### src/rtl/alu_pkg.sv
// Shared ALU definitions: opcode encodings, status flag bit positions and the
// state type of the iterative multiply/divide sequencer.
package alu_pkg;

  localparam logic [4:0] ALU_ADD = 5'b00000;
  localparam logic [4:0] ALU_SUB = 5'b00001;
  localparam logic [4:0] ALU_SLT = 5'b00010;
  localparam logic [4:0] ALU_MUL = 5'b00011;
  localparam logic [4:0] ALU_DIV = 5'b00100;
  localparam logic [4:0] ALU_AND = 5'b00101;
  localparam logic [4:0] ALU_OR  = 5'b00110;
  localparam logic [4:0] ALU_XOR = 5'b00111;
  localparam logic [4:0] ALU_SLL = 5'b01000;
  localparam logic [4:0] ALU_SRL = 5'b01001;
  localparam logic [4:0] ALU_SRA = 5'b01010;
  localparam logic [4:0] ALU_BEQ = 5'b01011;
  localparam logic [4:0] ALU_BNE = 5'b01100;

  localparam int unsigned FLAG_ZERO = 0;
  localparam int unsigned FLAG_DIVZ = 1;
  localparam int unsigned FLAG_OVF  = 2;

  typedef enum logic [1:0] {
    StIdle,
    StCalc,
    StDone
  } muldiv_state_t;

endpackage

### src/rtl/muldiv_step.sv
// One iteration of the multiply/divide datapath: unsigned shift-add for MUL,
// restoring subtract-compare for DIV.
module muldiv_step #(
  parameter int unsigned WIDTH = 32
) (
  input  logic                 op_div,
  input  logic [2*WIDTH-1:0]   acc,
  input  logic [2*WIDTH-1:0]   mcand,
  input  logic [WIDTH-1:0]     opb,
  output logic [2*WIDTH-1:0]   acc_next,
  output logic [2*WIDTH-1:0]   mcand_next,
  output logic [WIDTH-1:0]     opb_next
);

  logic [WIDTH:0] rem_sh;
  logic [WIDTH:0] diff;

  // DIV packs {remainder, dividend/quotient} into acc; quotient bits enter at the bottom.
  always_comb begin
    rem_sh     = {acc[2*WIDTH-1:WIDTH], acc[WIDTH-1]};
    diff       = rem_sh - {1'b0, opb};
    acc_next   = acc;
    mcand_next = mcand;
    opb_next   = opb;
    if (op_div) begin
      if (diff[WIDTH]) begin
        acc_next = {rem_sh[WIDTH-1:0], acc[WIDTH-2:0], 1'b0};
      end else begin
        acc_next = {diff[WIDTH-1:0], acc[WIDTH-2:0], 1'b1};
      end
    end else begin
      acc_next   = acc + (opb[0] ? mcand : '0);
      mcand_next = mcand << 1;
      opb_next   = opb >> 1;
    end
  end

endmodule

### src/rtl/muldiv_ctrl.sv
// Iterative MUL/DIV sequencer for the EX stage: one bit per cycle, with a
// combinational stall to the hazard unit and a one-cycle done pulse.
module muldiv_ctrl
  import alu_pkg::*;
#(
  parameter int unsigned WIDTH = 32
) (
  input  logic             clk,
  input  logic             reset,
  input  logic             start,
  input  logic [4:0]       alu_control,
  input  logic [WIDTH-1:0] data_a,
  input  logic [WIDTH-1:0] data_b,
  input  logic             flush,
  output logic             stall,
  output logic             busy,
  output logic             done,
  output logic [WIDTH-1:0] result,
  output logic [3:0]       flag
);

  localparam int unsigned CntW = (WIDTH > 1) ? $clog2(WIDTH) : 1;

  muldiv_state_t      state_q;
  logic [CntW-1:0]    count_q;
  logic               op_div_q;
  logic [2*WIDTH-1:0] acc_q;
  logic [2*WIDTH-1:0] mcand_q;
  logic [WIDTH-1:0]   opb_q;

  logic [2*WIDTH-1:0] acc_next;
  logic [2*WIDTH-1:0] mcand_next;
  logic [WIDTH-1:0]   opb_next;

  logic       is_mul;
  logic       is_div;
  logic       accept;
  logic       last_iter;
  logic [3:0] calc_flag;
  logic [3:0] divz_flag;

  muldiv_step #(
    .WIDTH(WIDTH)
  ) u_step (
    .op_div    (op_div_q),
    .acc       (acc_q),
    .mcand     (mcand_q),
    .opb       (opb_q),
    .acc_next  (acc_next),
    .mcand_next(mcand_next),
    .opb_next  (opb_next)
  );

  always_comb begin
    is_mul    = (alu_control == ALU_MUL);
    is_div    = (alu_control == ALU_DIV);
    accept    = (state_q == StIdle) && start && (is_mul || is_div) && !flush;
    stall     = accept || (state_q == StCalc);
    last_iter = (count_q == CntW'(WIDTH - 1));
    // Both MUL product and DIV quotient sit in the low half of acc.
    calc_flag            = '0;
    calc_flag[FLAG_ZERO] = (acc_next[WIDTH-1:0] == '0);
    calc_flag[FLAG_OVF]  = !op_div_q && (acc_next[2*WIDTH-1:WIDTH] != '0);
    divz_flag            = '0;
    divz_flag[FLAG_DIVZ] = 1'b1;
  end

  always_ff @(posedge clk) begin
    if (reset) begin
      state_q  <= StIdle;
      count_q  <= '0;
      op_div_q <= 1'b0;
      acc_q    <= '0;
      mcand_q  <= '0;
      opb_q    <= '0;
      busy     <= 1'b0;
      done     <= 1'b0;
      result   <= '0;
      flag     <= '0;
    end else begin
      unique case (state_q)
        StIdle: begin
          if (accept) begin
            busy <= 1'b1;
            if (is_div && (data_b == '0)) begin
              result  <= '1;
              flag    <= divz_flag;
              done    <= 1'b1;
              state_q <= StDone;
            end else begin
              op_div_q <= is_div;
              acc_q    <= is_div ? {{WIDTH{1'b0}}, data_a} : '0;
              mcand_q  <= {{WIDTH{1'b0}}, data_a};
              opb_q    <= data_b;
              count_q  <= '0;
              state_q  <= StCalc;
            end
          end
        end
        StCalc: begin
          if (flush) begin
            busy    <= 1'b0;
            state_q <= StIdle;
          end else begin
            acc_q   <= acc_next;
            mcand_q <= mcand_next;
            opb_q   <= opb_next;
            count_q <= count_q + CntW'(1);
            if (last_iter) begin
              result  <= acc_next[WIDTH-1:0];
              flag    <= calc_flag;
              done    <= 1'b1;
              state_q <= StDone;
            end
          end
        end
        StDone: begin
          done    <= 1'b0;
          busy    <= 1'b0;
          state_q <= StIdle;
        end
        default: begin
          done    <= 1'b0;
          busy    <= 1'b0;
          state_q <= StIdle;
        end
      endcase
    end
  end

endmodule

### config.mk
export PLATFORM = sky130hd
export DESIGN_NAME = muldiv_ctrl
export DESIGN_NICKNAME = d
export VERILOG_FILES = /design/src/rtl/alu_pkg.sv /design/src/rtl/muldiv_step.sv /design/src/rtl/muldiv_ctrl.sv
export SDC_FILE = /design/constraint.sdc
export NUM_CORES = 1
export LEC_CHECK = 0
export CAP_MARGIN = 20
export CORE_UTILIZATION = 55
export CTS_BUF_LIST = sky130_fd_sc_hd__clkbuf_8 sky130_fd_sc_hd__clkbuf_16
export DETAILED_ROUTE_END_ITERATION = 10
export HOLD_SLACK_MARGIN = 0.03
export PLACE_DENSITY = 0.78
export REMOVE_ABC_BUFFERS = 1
export SLEW_MARGIN = 20
export SYNTH_ARGS = -nofsm -noshare
export SYNTH_HDL_FRONTEND = slang
export SYNTH_SLANG_ARGS = --single-unit
export TNS_END_PERCENT = 1
### constraint.sdc
create_clock -name clk -period 4.2 [get_ports clk]
set_input_delay 0.63 -clock clk [delete_from_list [all_inputs] [get_ports clk]]
set_output_delay 0.63 -clock clk [all_outputs]
set_load 0.05 [all_outputs]
==> Word level (Yosys, flattened, before mapping) <==
Index checks and enable logic that the tools add are counted.
{ "totals": {"regBits": 206, "latchBits": 0, "mem_bits_rw": 0, "rom_bits": 0, "in_bits": 73, "elab_cells": 92, "memories": 0} }
{ "classes": {"add_sub_neg": 3, "multipliers": 0, "n_div": 0, "order_cmp": 0, "n_eq_ne": 12, "n_shift": 0, "n_mux": 45, "bitwise": 1, "n_reduce_logical": 21} }
{ "ops": {"columns": ["cell", "count"], "rows": [
  ["2-to-1 mux 64 bit", 10],
  ["2-to-1 mux 32 bit", 9],
  ["one-hot mux 64 bit (2 select lines)", 2],
  ["one-hot mux 32 bit (2 select lines)", 2],
  ["adder 64 bit", 1],
  ["zero test 32 bit", 2],
  ["subtractor 33 x 32 -> 33 bit", 1],
  ["nonzero test 32 bit", 1],
  ["2-to-1 mux 4 bit", 4],
  ["2-to-1 mux 5 bit", 3],
  ["inequality test 2 bit, second input constant", 6],
  ["one-hot mux 5 bit (2 select lines)", 1],
  ["AND reduction 5 bit", 2],
  ["2-to-1 mux 2 bit", 4],
  ["one-hot mux 4 bit (2 select lines)", 1],
  ["AND reduction 4 bit", 2],
  ["2-to-1 mux 1 bit", 6],
  ["adder 5 x 1 -> 5 bit, second input constant", 1],
  ["== test 5 x 2 -> 1 bit, second input constant", 1],
  ["== test 5 x 3 -> 1 bit, second input constant", 1],
  ["== test 5 bit, second input constant", 1],
  ["logical AND 1 bit", 5],
  ["one-hot mux 1 bit (2 select lines)", 2],
  ["one-hot mux 2 bit (2 select lines)", 1],
  ["other kinds (10)", 13]
]} }

==> Depth between registers and ports, before layout <==
{ "depth": {"ltp_word": 8, "ltp_mapped": 17, "depth_no_buf": 15} }

==> By module <==
From an unflattened synthesis, not the netlist that was laid out.
{ "hier_totals": {"hier_cells": 2088, "area_unflattened_um2": 16218.1} }
{ "modules_own_cells": {"columns": ["module", "n_inst", "cells_each", "area_each_um2", "seq_area_each_um2"], "rows": [
  ["muldiv_ctrl", 1, 898, 8290.5, 4103.9],
  ["muldiv_step", 1, 1190, 7927.6, 0.0]
]} }

==> Worst setup path after synthesis <==
Ideal clock, no wire load.
{ "synth_timing": {"path_kind": "register to register", "startpoint": "register opb_q[0]", "endpoint": "register flag[2]", "setup_time_ps": 125, "arrival_time_ps": 4349, "t_required_ps": 4075, "slack_ps": -274, "stages_incl_launch_ff": 18, "period_less_slack_ps": 4474, "cell_sequence": "dfxtp_1 -> clkbuf_1 -> clkbuf_1 -> and2_1 -> ha_1 -> fa_1 -> a211oi_1 -> o211ai_1 -> a31oi_1 -> o21ai_0 -> or4b_2 -> o21ai_0 -> xnor2_1 -> mux2i_1 -> a221o_1 -> nor4_1 -> nand4_1 -> o41a_1"} }
{ "synth_between": {"elab_chain_cells": 8, "word_cells_on_any_way": 10, "classes_between": "add/sub: 2; mux: 6; reduce/logical: 2"} }
{ "synth_rtl": {"columns": ["item", "line_no", "source"], "rows": [
  ["start, declared", "muldiv_ctrl.sv:29", "logic [WIDTH-1:0] opb_q;"],
  ["start signal, assigned", "muldiv_ctrl.sv:94", "opb_q <= data_b;"],
  ["start signal, assigned", "muldiv_ctrl.sv:107", "opb_q <= opb_next;"],
  ["2-to-1 mux 64 bit or subtractor 33 x 32 -> 33 bit (tied branches)", "muldiv_step.sv:32, muldiv_step.sv:21", null],
  ["adder 64 bit or 2-to-1 mux 64 bit (tied branches)", "muldiv_step.sv:32, muldiv_step.sv:26", null],
  ["2-to-1 mux 64 bit *", "muldiv_step.sv:25", "if (op_div) begin"],
  ["nonzero test 32 bit *", "muldiv_ctrl.sv:63", "calc_flag[FLAG_OVF] = !op_div_q && (acc_next[2*WIDTH-1:WIDTH] != '0);"],
  ["logical AND 1 bit *", "muldiv_ctrl.sv:63", null],
  ["2-to-1 mux 4 bit *", "muldiv_ctrl.sv:109", "if (last_iter) begin"],
  ["2-to-1 mux 4 bit *", "muldiv_ctrl.sv:101", "if (flush) begin"],
  ["one-hot mux 4 bit (2 select lines) *", "muldiv_ctrl.sv:81", "unique case (state_q)"],
  ["end signal, assigned", "muldiv_ctrl.sv:87", "flag <= divz_flag;"],
  ["end signal, assigned", "muldiv_ctrl.sv:111", "flag <= calc_flag;"],
  ["end, declared", "muldiv_ctrl.sv:19", "output logic [3:0] flag"]
]} }
Mark *: on every way between the ends. The rest lies on a longest branch, timed or not. The select of a mux whose other input is x is not followed.
A chain may end at the register's enable or synchronous reset.

==> Worst setup path in the final report <==
Same ends and word-level chain as after synthesis.

==> impl_metrics.ini <==
[placed_design]
portBuffers = 110
gp_congestion = 0.986
dp_hpwl_um = 41200

[timing]
post-route-period-util_pct = 106
fin_crit_ns = 4.45
slew_headroom_pct = 37.7
tightest_slew_ns = 0.924
setup_viol = 1
fin_tns_setup_ns = -0.254
hold_slack_ns = 0.457
finalHoldViolCount = 0
drv_slew = 0
rsz0062_at_grt = true
timing.fmax_mhz = 225
fin_skew_ns = 0.00693
layout_setup_ws_ns = -0.254

[floorplan]
die_w_um = 171
die_h_um = 171
coreArea_sq_um = 27900
start_util_pct = 56.1
dieArea_sq_um = 29200
pin_count = 112
num_rows = 61

[synth]
synthFlopType = dfxtp_1
synthCells = 2148
synth_warnings = 0
synth_edf_count = 0
synth-async-reset-ratio_pct = 0
synth_area_leaders = dfxtp_1 (26%), ha_1 (7.7%), nor2_1 (7.2%)
synthesis.area_sq_um = 15700
yosysTopAreaCellShare_pct = 26.2
synth.distinct_cells = 83
synth_area_per_cell_sq_um = 7.29
synth-seq-area-share_pct = 26.2
yosysTopAreaCell = dfxtp_1
ys_seq_elements = 205

[worst_setup_path]
startpoint_type = register
cp-end-kind = register
critical_path.max_fanout = 5
r2r-start = opb_q[0]$_SDFFE_PP0P_
crit_arrival_ns = 4.88
crit_type = reg -> reg
cp_slowest_cell = or4b_4
crit_path_max_incr_delay_ns = 0.53
critPathLaunch = opb_q[0]$_SDFFE_PP0P_
critPathRequiredTime_ns = 4.63
path_cells = buf_12, and2_1, ha_4, a21oi_4, o21ai_1, buf_4, a2111oi_4, a2111oi_4, o31a_1, a311oi_2, or4b_4, a2111oi_4, nand4_1, nor4_2, nand4_1, o41a_1
cpMostUsedCell = a2111oi_4

[clock_tree]
cts.clk_slew.worst_paths_ns = 0.06
clkSinkCount = 205
clk_path_buf_depth = 3
cts_tree = yes
root_buffer = clkbuf_16
numCtsBuffers = 24
cts_max_level = 1
clk_latency_ns = 0.54

[cells_and_area]
drive_above_1_share_pct = 18.7
syn_to_final_growth_pct = 29.6
mostFrequentLayoutCell = nor2_1
layout_common_cells = nor2_1 (296), buf_4 (278), nand2_1 (273)
nets = 2589

[routing]
totalWireLength_um = 55500
drt_iter0_markers = 1658
final_antenna_net_count = 0
routed_via_density = 6.18
post-route-drc-count = 0
routedWlPerCell_um = 19.7
drt_first_pass_iters = 5
via_count = 17400

[global_route]
grt_max_degree = 125
antenna_found_initial = 2
grt_pass1_wl_um = 86000
grt-ovfl-total = 0
track_usage_pct = 36.9
grt_pass1_vias = 16600

[hold_path]
min_path_type = reg -> reg
hp-start = done$_SDFFE_PP0P_

[pwr]
p_leak_uw = 0.00825
p_per_area_nw_per_um2 = 241
ir_worst_vdd_mv = 0.280

[run_status]
violations = setup timing
status = finished with violations

[run]
cap_violations = 0
[final cells by class]
type,count,area (sq um)
Multi-Input combinational cell,1735,11400
Fill cell,2264,7640
Sequential cell,205,4110
Timing Repair Buffer,396,3350
Clock buffer,29,681
Tap cell,378,473
Inverter,55,206
Clock inverter,15,123
Antenna cell,1,2.50
[sequential cells by signal (all words and copies together) (netlist names)]
| register | flops |
|---|---|
| acc_q | 64 |
| mcand_q | 64 |
| opb_q | 32 |
| result | 32 |
| count_q | 5 |
| flag | 3 |
| state_q | 2 |
| busy | 1 |
| done | 1 |
| op_div_q | 1 |
[path summary, 6_finish.rpt]
| check | to | slack [ns] | depth (start not counted) |
|---|---|---|---|
| setup / recovery | flag[2]$_SDFFE_PP0P_ | -0.25 | 16 |
| hold / removal | done$_SDFFE_PP0P_ | 0.46 | 2 |
| hold reg to reg | done$_SDFFE_PP0P_ | 0.46 | 2 |
| setup reg to reg | flag[2]$_SDFFE_PP0P_ | -0.25 | 16 |
[cell usage after synthesis, types with 5 or more instances]
cell       count
o31a_1         5
and3_1        12
clkbuf_1     127
o21bai_1      17
nand3_1       33
inv_1         55
xor2_1        31
o21ai_0       89
buf_2         18
buf_1          6
o21a_1        22
nor3_1        45
or2_2          6
or3_1         12
a2111oi_0      5
nand2b_1       8
nand2_1      277
a32oi_1        9
o221ai_1       6
a21oi_1      192
xnor2_1       42
o221a_2       13
nor2b_1       17
and2_1        69
a311oi_1      67
o31ai_1        8
o211ai_1      17
a211oi_1      56
mux2i_1       25
a21o_1        37
a22oi_1       49
ha_1          97
a31oi_1       10
mux2_2         7
a21boi_0       5
nor2_1       301
nand4_1       41
o21ai_1       11
dfxtp_1      205
nor4_1        20
[repair_timing]
item | 4_1_cts | 5_1_grt
pin swaps | 21 | 22
setup endpoints to repair | 2 | 5
hold buffers | 0 | 0
setup buffers | 4 | 5
gates resized for setup | 64 | 42
cloned | 0 | 2
[power by group]
| part | leakage [uW] | internal [uW] | switching, uW | total (uW) |
|---|---|---|---|---|
| combinational | 0.00617 | 330 | 426 | 756 |
| clock | 0.000422 | 1270 | 888 | 2150 |
| sequential | 0.00165 | 1960 | 16.7 | 1980 |
| total | 0.00825 | 3560 | 1330 | 4890 |
[metal layers]
metal  track usage [%]  wire length (um)
met1              46.0             23100
met2              62.5             25900
met3              5.02              3740
met4              18.1              2810
met5                 0                13
[critical path: cells and delay by family (launching register included)]
family | cells | cell delay, ns
AOI/OAI and AO/OA | 8 | 1.93
and+or+nand+nor | 5 | 1.42
buffers and inverters | 2 | 0.32
DFF | 1 | 0.44
adders and majority gates | 1 | 0.23
[logic make-up (layout without fill, tap and decap cells)]
group,Yosys count,in the layout,synth area share [%]
buf+inv,208,495,5.18
fa+ha+maj,99,99,8.00
compound gates,673,673,29.7
simple gates,856,856,24.6
mux,32,32,2.10
other cells,1,2,0.0239
xor+xnor,74,74,4.26
flops,205,205,26.2
[per-stage QoR]
stage / cells / setup slack [ns] / power [uW] / util, % / cell area (sq um)
floorplan: 1995 / -4.82 / 2440 / - / 15100
finish: 2814 / -0.254 / 4890 / 72.7 / 20300
global route: 2814 / -0.412 / 5030 / 72.7 / 20300
CTS: 2805 / -0.123 / 4880 / 71.4 / 20000
detailed placement: 2757 / -0.435 / 2750 / 67.2 / 18800
global placement: 2757 / -0.361 / 2740 / 67.2 / 18800
Note: power is estimated with default switching activity, not from simulation.
